**src/rtl/data_bus_arb_pkg.sv**
```systemverilog
// Shared types and constants for the data-memory port arbiter.
package data_bus_arb_pkg;

  localparam int unsigned CNT_W = 4;

  typedef logic [CNT_W-1:0] cnt_t;

  typedef enum logic {
    ARB_ST_ARB   = 1'b0,
    ARB_ST_BURST = 1'b1
  } arb_state_t;

  typedef enum logic {
    OWN_CPU = 1'b0,
    OWN_DEV = 1'b1
  } owner_t;

endpackage

```
**src/rtl/data_bus_arbiter_sat_counter.sv**
```systemverilog
// Saturating up-counter with synchronous clear and a runtime saturation limit.
module arb_sat_counter
  import data_bus_arb_pkg::*;
#(
  parameter int unsigned WIDTH = CNT_W
) (
  input  logic             clk,
  input  logic             reset,
  input  logic             clear,
  input  logic             inc,
  input  logic [WIDTH-1:0] limit,
  output logic [WIDTH-1:0] count
);

  always_ff @(posedge clk) begin
    if (reset || clear) begin
      count <= '0;
    end else if (inc && (count != limit)) begin
      count <= count + WIDTH'(1);
    end
  end

endmodule

```
**src/rtl/data_bus_arbiter.sv**
```systemverilog
// Data memory port arbiter: CPU MEM stage (default priority) vs. one bus-master device.
// Optional performance counters are enabled by defining DATA_BUS_ARB_PERF_EN.
module data_bus_arbiter
  import data_bus_arb_pkg::*;
#(
  parameter int unsigned STARVE_LIMIT = 4,
  parameter int unsigned MAX_BURST    = 8
) (
  input  logic        clk,
  input  logic        reset,
  input  logic        cpu_read,
  input  logic        cpu_write,
  input  logic [31:0] cpu_addr,
  input  logic [31:0] cpu_wdata,
  output logic [31:0] cpu_rdata,
  output logic        cpu_stall,
  input  logic        dev_req,
  input  logic        dev_we,
  input  logic        dev_last,
  input  logic [31:0] dev_addr,
  input  logic [31:0] dev_wdata,
  output logic        dev_gnt,
  output logic        dev_rvalid,
  output logic [31:0] dev_rdata,
  output logic        mem_read,
  output logic        mem_write,
  output logic [31:0] mem_addr,
  output logic [31:0] mem_wdata,
  input  logic [31:0] mem_rdata
`ifdef DATA_BUS_ARB_PERF_EN
  ,
  output logic [31:0] perf_stall_cycles,
  output logic [31:0] perf_dev_beats
`endif
);

  localparam cnt_t STARVE_MAX = cnt_t'(STARVE_LIMIT);
  localparam cnt_t BEAT_LAST  = cnt_t'(MAX_BURST - 1);
  localparam bit   BURST_EN   = (MAX_BURST > 1);

  arb_state_t state, state_nxt;
  owner_t     owner;
  cnt_t       starve_cnt;
  cnt_t       beat_cnt, beat_nxt;
  logic       cpu_req;

  assign cpu_req   = cpu_read | cpu_write;
  assign cpu_rdata = mem_rdata;

  always_comb begin
    owner = OWN_CPU;
    case (state)
      ARB_ST_ARB:   if (dev_req && (!cpu_req || starve_cnt == STARVE_MAX)) owner = OWN_DEV;
      ARB_ST_BURST: if (dev_req) owner = OWN_DEV;
      default:      owner = OWN_CPU;
    endcase
  end

  // Port mux; outputs stay zero when nobody is requesting.
  always_comb begin
    mem_read  = 1'b0;
    mem_write = 1'b0;
    mem_addr  = '0;
    mem_wdata = '0;
    dev_gnt   = 1'b0;
    cpu_stall = 1'b0;
    if (owner == OWN_DEV) begin
      mem_read  = ~dev_we;
      mem_write = dev_we;
      mem_addr  = dev_addr;
      mem_wdata = dev_wdata;
      dev_gnt   = 1'b1;
      cpu_stall = cpu_req;
    end else if (cpu_req) begin
      mem_read  = cpu_read;
      mem_write = cpu_write;
      mem_addr  = cpu_addr;
      mem_wdata = cpu_wdata;
    end
  end

  always_comb begin
    state_nxt = state;
    beat_nxt  = beat_cnt;
    case (state)
      ARB_ST_ARB: begin
        if (BURST_EN && dev_gnt && !dev_last) begin
          state_nxt = ARB_ST_BURST;
          beat_nxt  = cnt_t'(1);
        end
      end
      ARB_ST_BURST: begin
        if (!dev_req || (dev_gnt && (dev_last || beat_cnt == BEAT_LAST))) begin
          state_nxt = ARB_ST_ARB;
          beat_nxt  = '0;
        end else if (dev_gnt) begin
          beat_nxt = beat_cnt + cnt_t'(1);
        end
      end
      default: begin
        state_nxt = ARB_ST_ARB;
        beat_nxt  = '0;
      end
    endcase
  end

  always_ff @(posedge clk) begin
    if (reset) begin
      state      <= ARB_ST_ARB;
      beat_cnt   <= '0;
      dev_rvalid <= 1'b0;
      dev_rdata  <= '0;
    end else begin
      state      <= state_nxt;
      beat_cnt   <= beat_nxt;
      dev_rvalid <= dev_gnt & ~dev_we;
      if (dev_gnt && !dev_we) dev_rdata <= mem_rdata;
    end
  end

  arb_sat_counter #(.WIDTH(CNT_W)) u_starve_cnt (
    .clk   (clk),
    .reset (reset),
    .clear (dev_gnt | ~dev_req),
    .inc   (dev_req & ~dev_gnt),
    .limit (STARVE_MAX),
    .count (starve_cnt)
  );

`ifdef DATA_BUS_ARB_PERF_EN
  always_ff @(posedge clk) begin
    if (reset) begin
      perf_stall_cycles <= '0;
      perf_dev_beats    <= '0;
    end else begin
      if (cpu_stall) perf_stall_cycles <= perf_stall_cycles + 32'd1;
      if (dev_gnt)   perf_dev_beats    <= perf_dev_beats + 32'd1;
    end
  end
`endif

endmodule

```
**config.mk**
```make
export PLATFORM = sky130hd
export DESIGN_NAME = data_bus_arbiter
export DESIGN_NICKNAME = d
export VERILOG_FILES = /design/src/rtl/data_bus_arb_pkg.sv /design/src/rtl/data_bus_arbiter_sat_counter.sv /design/src/rtl/data_bus_arbiter.sv
export SDC_FILE = /design/constraint.sdc
export NUM_CORES = 1
export LEC_CHECK = 0
export CORE_AREA = 2 2 117 119
export CTS_CLUSTER_DIAMETER = 30
export DETAILED_ROUTE_END_ITERATION = 10
export DIE_AREA = 0 0 119 121
export PLACE_DENSITY = 0.75
export SYNTH_ARGS = -nofsm -noshare
export SYNTH_HDL_FRONTEND = slang
export SYNTH_SLANG_ARGS = --single-unit
```
**constraint.sdc**
```tcl
create_clock -name clk -period 2.3 [get_ports clk]
set_input_delay 0.23 -clock clk [delete_from_list [all_inputs] [get_ports clk]]
set_output_delay 0.23 -clock clk [all_outputs]
set_load 0.05 [all_outputs]
```
-- After elaboration in Yosys (flattened, before gate mapping)
Index checks and enable logic that the tools add are counted.
- word-level logic and storage cells: 54
- input bits: 167
- output and inout bits: 133
- flip-flop bits (word level): 42
- $add $sub $neg: 2
- reduce and logical (&&, ||, !) cells: 14
- bitwise gates (word level): 8
- multiplexer cells: 20
- equality and inequality tests: 5
- operators with widths (operator ; number):
    $mux W32 ; 4
    $mux W4 ; 3
    $mux W1 ; 10
    $add A4 B1 Y4 const B ; 2
    $eq A4 B3 Y1 const B ; 2
    $pmux W4 S2 ; 1
    $logic_and A1 B1 Y1 ; 5
    $logic_not A1 Y1 ; 4
    $logic_or A1 B1 Y1 ; 4
    $ne A4 B3 Y1 const B ; 1
    $not A1 Y1 ; 4
    $pmux W1 S2 ; 2
    $ne A3 B2 Y1 const B ; 1
    $and A1 B1 Y1 ; 2
    $ne A2 B2 Y1 const B ; 1
    $or A1 B1 Y1 ; 2
    $reduce_and A2 Y1 ; 1

-- Logic depth before layout (Yosys ltp)
Gate-level depths: netlist (run 1).
- word-level depth: 11
- depth in mapped cells: 8

-- Modules after synthesis
Synthesis (run 1) repeated with hierarchy kept, for this count alone.
- cells, all modules: 453
- area, all modules: 3522.1 sq um
- by module, submodules not included (module ; instances ; area each (sq um) ; cells each):
    data_bus_arbiter ; 1 ; 3289.4 ; 429
    arb_sat_counter ; 1 ; 232.7 ; 24

-- Worst setup path after synthesis (run 1)
No wires, ideal clock.
- kind: reg2out
- start point: register u_starve_cnt.count[0]
- end point: output port mem_addr[10]
- slack: -47 ps
- required time: 2070 ps
- data arrival time: 2117 ps
- buffers on the path: 3
- stages on the path, launching flop included: 9
- path through: dfxtp_1 inv_1 ha_1 nand3b_2 a21bo_1 buf_6 buf_6 buf_6 mux2i_1
- word-level cells in the longest chain between the ends: 6
- ends and longest elaborated chain (element ; line ; RTL):
    start: declaration ; data_bus_arbiter_sat_counter.sv:12 ; output logic [WIDTH-1:0] count
    start signal: assignment ; data_bus_arbiter_sat_counter.sv:19 ; count <= count + WIDTH'(1);
    $eq A4 B3 Y1 ; data_bus_arbiter.sv:53 ; ARB_ST_ARB: if (dev_req && (!cpu_req || starve_cnt == STARVE_MAX)) owner = OWN_DEV;
    $logic_or A1 B1 Y1 ; data_bus_arbiter.sv:53 ;
    $logic_and A1 B1 Y1 ; data_bus_arbiter.sv:53 ;
    $mux W1 ; data_bus_arbiter.sv:53 ;
    $pmux W1 S2 ; data_bus_arbiter.sv:52 ; case (state)
    $mux W32 ; data_bus_arbiter.sv:67 ; if (owner == OWN_DEV) begin
    end: declaration ; data_bus_arbiter.sv:27 ; output logic [31:0] mem_addr,
Every way passes these cells.

-- Worst setup path after layout (run 1)
- start point: register u_starve_cnt.count[0]
- end point: output port mem_write
- word-level cells in the longest chain between the ends: 6
- ends and longest elaborated chain (element ; line ; RTL):
    $eq A4 B3 Y1 ; data_bus_arbiter.sv:53 ;
    $logic_or A1 B1 Y1 ; data_bus_arbiter.sv:53 ;
    $logic_and A1 B1 Y1 ; data_bus_arbiter.sv:53 ;
    $mux W1 ; data_bus_arbiter.sv:53 ;
    $pmux W1 S2 ; data_bus_arbiter.sv:52 ;
    $mux W1 ; data_bus_arbiter.sv:67 ;
    end: declaration ; data_bus_arbiter.sv:26 ; output logic mem_write,
Every way passes these cells.

==> results of run 1 <==
[registers in the layout (all words and copies together) (netlist names)]
register and cells:
dev_rdata 32, u_starve_cnt.count 4, state 1, dev_rvalid 1
beat_cnt 4
[per-layer routing]
layer	vias up	GRT usage, %	wire (um)
li1	1862	-	-
met1	1639	18.6	4820
met2	187	30.1	6240
met3	18	4.65	1090
met4	0	5.36	359
met5	-	0	0
[cell families (layout without fill, tap and decap cells)]
| logic type | Yosys count | count (layout) | synth area share, % |
|---|---|---|---|
| buffers and inverters | 126 | 394 | 19.9 |
| AND/OR/NAND/NOR | 154 | 154 | 19.6 |
| AO/OA/AOI/OAI | 12 | 12 | 2.81 |
| XOR/XNOR | 3 | 3 | 0.809 |
| flip-flops | 42 | 42 | 25.9 |
| multiplexers | 97 | 97 | 29.9 |
| adder cells (fa/ha/maj) | 3 | 3 | 1.16 |
[final cells by class]
type	count	area, um2
clock inverter	2	37.5
fill	1152	5920
inverter	69	259
timing repair buffer	317	3870
multi-input combinational	269	1810
clock buffer	6	129
sequential	42	841
tap	176	220
[synthesized netlist by cell type (all sizes together) (2+ instances only)]
| cell type | n | area share (%) |
|---|---|---|
| inv | 68 | 7.9 |
| dfxtp | 42 | 26 |
| nand3b | 2 | 0.58 |
| clkbuf | 13 | 1.5 |
| a21oi | 2 | 0.42 |
| nor2 | 4 | 0.46 |
| and3 | 2 | 0.38 |
| o21ai | 2 | 0.31 |
| nand2 | 130 | 15 |
| buf | 44 | 10 |
| ha | 3 | 1.2 |
| nand2b | 2 | 0.38 |
| nor2b | 2 | 0.38 |
| mux2i | 96 | 30 |
| xor2 | 2 | 0.54 |
| and3b | 2 | 0.54 |
| nand3 | 6 | 0.92 |
[stage by stage]
stage / utilization, % / cells
floorplan: - / 437
global placement: 53.1 / 871
detailed placement: 53.1 / 871
CTS: 54.5 / 881
global route: 54.8 / 881
finish: 54.8 / 881
[what timing repair did]
item | 4_1_cts | 5_1_grt
buffers inserted | 2 | 0
pin swaps | 1 | 1
endpoints found under the setup margin | 22 | 8
resized for setup | 0 | 9
[critical path, stage by stage, from the launching register on]
cell,delay (ns)
dfxtp_1,0.38
inv_1,0.06
ha_1,0.20
nand3b_2,0.10
a21bo_4,0.25
buf_4,0.21
mux2_2,0.34
buf_4,0.19
[how the worst max path moves through the flow]
stage                                to                               start  cells past startpoint
after global placement    mem_wdata[22]                           cpu_write                      7
after detailed placement  mem_wdata[22]                           cpu_write                      7
after global routing      mem_wdata[22]  u_starve_cnt.count[0]$_SDFFE_PP0P_                      8
after floorplan            mem_addr[10]  u_starve_cnt.count[0]$_SDFFE_PP0P_                      8
final                         mem_write  u_starve_cnt.count[0]$_SDFFE_PP0P_                      7
after CTS                 mem_wdata[22]  u_starve_cnt.count[0]$_SDFFE_PP0P_                      8
[power by group]
part	switching (mW)	internal (mW)	total, mW	leakage, nW
Clock	0.271	0.512	0.783	0.0771
Sequential	0.00969	0.745	0.755	0.340
Combinational	0.880	0.829	1.71	3.03
==> metrics.txt, run 1 <==
outcome=complete, no violations; post-route cell area=7170 um2; HP Start=dev_rdata[3]$_SDFFE_PP0P_; Yosys cell types=36; destination of the worst hold path=dev_rdata[3]$_SDFFE_PP0P_; register bit total from synthesis=42; total number of clock tree sinks=42; commonest non-fill, non-tap cell in the layout=clkdlybuf4s50_1; Post-CTS Hold Buffers=0; Final Critical Period=~2.2 ns; endpoints failing hold=0; CTS tree=yes; number of levels in the clock H-tree=2; sequential area share after synthesis=25.9%; unrepaired setup endpoints after global routing=true; core area=13100 um2; Worst Slack Setup Final=0.0585 ns; number of cells on the worst hold path=2; horizontal die dimension=119 um; row count=42; Final HPWL DP=10800 um; placer congestion estimate=roughly 0.84; share of flip-flops with an asynchronous set or reset=0%; WP data arrival=2.01 ns; syn_nets=607; worst hold-check slack=0.456 ns; nature of the critical path startpoint=register; number of enable-type register cells in the synthesized netlist=0; syn avg cell area=between 7 and 8 um2; wire length of the first global-routing pass=18900 um; Power Density=about 450 nW/um2; routed len/inst=about 14 um; minimum setup slack among reg-to-reg paths=0.74 ns; maximum operating frequency=approximately 450 MHz; antenna violations before repair=0; total routing resource utilization after global routing=around 17%; cell at the root of the clock tree=clkbuf_16; number of global-route vias before repair=3533; worst endpoint required time=2.07 ns; Die Y=~120 um; Tightest Hold Check Type=reg2reg; peak supply drop=0.386 mV; vias per inst=4.21; largest net degree at the start of global routing=60; number of I/O pins=300; launch point of the worst reg-to-reg path=u_starve_cnt.count[0]$_SDFFE_PP0P_; worst-margin pin slew=0.537 ns; first-pass iteration count of the detailed router=4; effective utilization at floorplan=~25%; area of the mapped netlist=3250 um2; warning count from the yosys run=0; Post-synth top flop=dfxtp_1; Sum Neg Setup Slack=0 ns; largest driver fanout on the critical path=8; Max Cap Viol=0; clock buffer count from CTS=5; final routed DRC violation total=0; number of setup violations in the final report=0; CTS max path bufs=2; number of standard cells after synthesis=437; count of cells along the worst register-to-register path=7; worst slew slack as a fraction of its limit=64.1%; insertion delay to the later sink of the worst-skew pair=0.27 ns; critical path type=reg2out; detailed router's first-iteration violation count=160; post-synthesis to final-layout area growth=121%; kind of capture point of the worst setup path=output pin; IO buf count=~300; GR Overflow Total=0; clock tree skew after final layout=approximately 0.0034 ns; share of final-layout standard cells stronger than drive strength 1=15.2%; total wire length after detailed routing=12500 um; RR Endpoint=dev_rdata[23]$_SDFFE_PP0P_; Final Total Pwr=around 3.2 mW; via count=3706; clock slew at the register clock pins of the worst setup and hold paths=0.06 ns; period utilization=between 90 and 100%; static leakage=approximately 3.4 nW; Final Slew Violations=0; highest-count cells in the layout ignoring fill and taps=clkdlybuf4s50_1, nand2_1, mux2i_1; final net count=a little under 900; placed cell area=between 6000 and 7000 um2; post-route antenna net violation count=0; worst slack, placed=0.0432 ns; antenna diode count=0; overall die area=14400 um2
(Power assumes the default switching activity.)
==> inputs of run 2 (changes only) <==
--- a/config.mk
+++ b/config.mk
@@ -6,7 +6,6 @@
 export NUM_CORES = 1
 export LEC_CHECK = 0
 export CORE_AREA = 2 2 117 119
-export CTS_CLUSTER_DIAMETER = 30
 export DETAILED_ROUTE_END_ITERATION = 10
 export DIE_AREA = 0 0 119 121
 export PLACE_DENSITY = 0.75
==> results of run 2 <==
The final DEF is identical to that of run 1; final timing and power are the same.
==> inputs of run 3 (changes only) <==
--- a/config.mk
+++ b/config.mk
@@ -5,10 +5,10 @@
 export SDC_FILE = /design/constraint.sdc
 export NUM_CORES = 1
 export LEC_CHECK = 0
-export CORE_AREA = 2 2 117 119
+export CORE_MARGIN = 10
+export CORE_UTILIZATION = 34
 export DETAILED_ROUTE_END_ITERATION = 10
-export DIE_AREA = 0 0 119 121
-export PLACE_DENSITY = 0.75
+export PLACE_DENSITY = 0.95
 export SYNTH_ARGS = -nofsm -noshare
 export SYNTH_HDL_FRONTEND = slang
 export SYNTH_SLANG_ARGS = --single-unit
==> run 3 against run 2 <==
  * Hold slack lost 0.012 ns
  * Via count grew 6.9%
  * Sequential share of layout area shrank 0.24 points
  * Clock skew is essentially flat
  * Wire length grew 42%
  * Count of clock-buffer cells in the layout grew 1
  * Maximum frequency is essentially flat
  * Combinational power grew 8%
  * Total power shrank 5.6%
  * Clock power shrank 39%
  * First-iteration DRC count shrank 4.4%
  * Critical endpoint unchanged
==> metrics.txt, run 3 (same netlist as run 1, synthesis figures left out) <==
largest driver fanout on the critical path=7; CTS max path bufs=2; core area=9280 um2; endpoints failing hold=0; switching power=1.20 mW; nature of the critical path startpoint=input port; share of final-layout standard cells stronger than drive strength 1=21.2%; number of I/O pins=300; Power Density=about 420 nW/um2; series of cell instances along the critical path=clkdlybuf4s50_1 > o21ba_2 > a21bo_4 > buf_12 > mux2_2 > buf_4; Final Slew Violations=0; worst endpoint required time=2.07 ns; GR Overflow Total=0; cell-internal power=1.86 mW; period utilization=97.4%; switching share of power=39.2%; number of setup violations in the final report=0; maximum operating frequency=446 MHz; maximum cell stage delay along the critical path=0.51 ns; post-route antenna net violation count=0; fraction of met2 tracks used by global routing=42.9%; sequential share of power=about a quarter; commonest non-fill, non-tap cell in the layout=clkdlybuf4s50_1; number of cells in the finished layout apart from fillers=832; clock slew at the register clock pins of the worst setup and hold paths=0.07 ns; number of flip-flops in the largest register=32; highest-count cells in the layout ignoring fill and taps=clkdlybuf4s50_1, nand2_1, buf_12; number of global-route vias before repair=4351; total routing resource utilization after global routing=22.1%; final cell utilization of the core=79.1%; cell at the root of the clock tree=clkbuf_8; insertion delay to the later sink of the worst-skew pair=0.28 ns; total number of clock tree sinks=42; critical path type=in2out; wire length of the first global-routing pass=24600 um; part of the total power dissipated in combinational logic=about 60%; number of levels in the clock H-tree=2; IO buf count=299; clock tree skew after final layout=0.00288 ns; placer congestion estimate=0.919; Post-CTS Hold Buffers=0; met3 global-route usage=8.82%; Max Cap Viol=0; power share of the clock group=between 10% and 20%; routed len/inst=approximately 21 um; instance count after placement with tap cells included=roughly 800; vias per inst=4.76; overall die area=13900 um2; first-pass iteration count of the detailed router=4; largest register by flop count=dev_rdata; outcome=complete, no violations; Largest regs=dev_rdata (32), beat_cnt (4), u_starve_cnt.count (4); WP data arrival=2.01 ns; detailed router's first-iteration violation count=153; final routed DRC violation total=0; kind of capture point of the worst setup path=output pin; Sum Neg Setup Slack=0 ns; total wire length after detailed routing=17800 um; effective utilization at floorplan=35.0%; Most Used Layer, Global Route=met2; largest net degree at the start of global routing=65; worst-margin pin slew=around 0.57 ns; final net count=roughly 870; post-synthesis to final-layout area growth=126%; critical-path cell with the highest stage delay=clkdlybuf4s50_1; met1 track demand over resource=18.7%; Final Critical Period=2.24 ns; antenna diode count=0; CTS tree=yes; peak supply drop=0.235 mV; worst slew slack as a fraction of its limit=between 60% and 70%; Final HPWL DP=14500 um; antenna violations before repair=0; static leakage=between 3 and 4 nW; clock buffer count from CTS=5; Die Y=118 um; row count=35; via count=3963; Tightest Hold Check Type=reg2reg; horizontal die dimension=roughly 120 um
-- run 3: cell count changes in the layout (fill, tap and decap cells not counted), sizes merged --
cell and change:
clkinv +1, bufinv -1, clkbuf +4, clkinvlp -1
a21bo +1, buf -6
-- run 3: final timing paths --
path,to,start,cells after the start,slack (ns)
setup / recovery,mem_write,cpu_read,6,0.06
hold / removal,u_starve_cnt.count[0]$_SDFFE_PP0P_,u_starve_cnt.count[0]$_SDFFE_PP0P_,1,0.44
setup reg to reg,dev_rdata[22]$_SDFFE_PP0P_,u_starve_cnt.count[0]$_SDFFE_PP0P_,7,0.66
hold reg to reg,u_starve_cnt.count[0]$_SDFFE_PP0P_,u_starve_cnt.count[0]$_SDFFE_PP0P_,1,0.44
-- run 3: power by group through the flow --
stage / sequential [mW] / clock [mW] / combinational, mW
floorplan: 0.820 / 0 / 0.757
global placement: 0.769 / 0 / 1.68
detailed placement: 0.771 / 0 / 1.71
CTS: 0.754 / 0.489 / 1.72
global route: 0.756 / 0.519 / 1.89
finish: 0.754 / 0.474 / 1.84
-- run 3: critical path, delay by kind of cell --
family,cells,cell delay [ns]
buffers and inverters,3,0.86
AO/OA/AOI/OAI,2,0.56
multiplexers,1,0.34
-- run 3: metrics by stage --
stage / hold WS (ns) / setup WS [ns] / instance area (um2) / total power [mW]
2_1_floorplan: 0.299 / -0.0472 / 3250 / 1.58
3_3_place_gp: 0.441 / 0.148 / 6800 / 2.45
3_5_place_dp: 0.451 / 0.0212 / 6800 / 2.48
4_1_cts: 0.463 / -0.0414 / 6930 / 2.97
5_1_grt: 0.473 / -0.00962 / 7340 / 3.17
6_report: 0.444 / 0.0600 / 7340 / 3.06
-- run 3: final cells by class --
class,count,area (um2)
Timing Repair Buffer,314,3890
Inverter,69,259
Tap cell,129,161
Sequential cell,42,843
Multi-Input combinational cell,270,2090
Clock inverter,1,5.00
Clock buffer,7,86.3
Fill cell,561,1940
-- run 3: per-layer routing --
layer	share of wire (%)	wire, um	vias to the layer above
met5	0	0	-
met4	5.0	886	0
met3	8.9	1580	39
met2	54	9640	222
met1	32	5640	1838
li1	-	-	1864
-- run 3: what timing repair did --
action / 4_1_cts / 5_1_grt
gates resized for setup: 8 / 64
pin swaps: 0 / 1
endpoints found under the setup margin: 40 / 64
gates cloned: 0 / 5
buffers inserted: 0 / 2
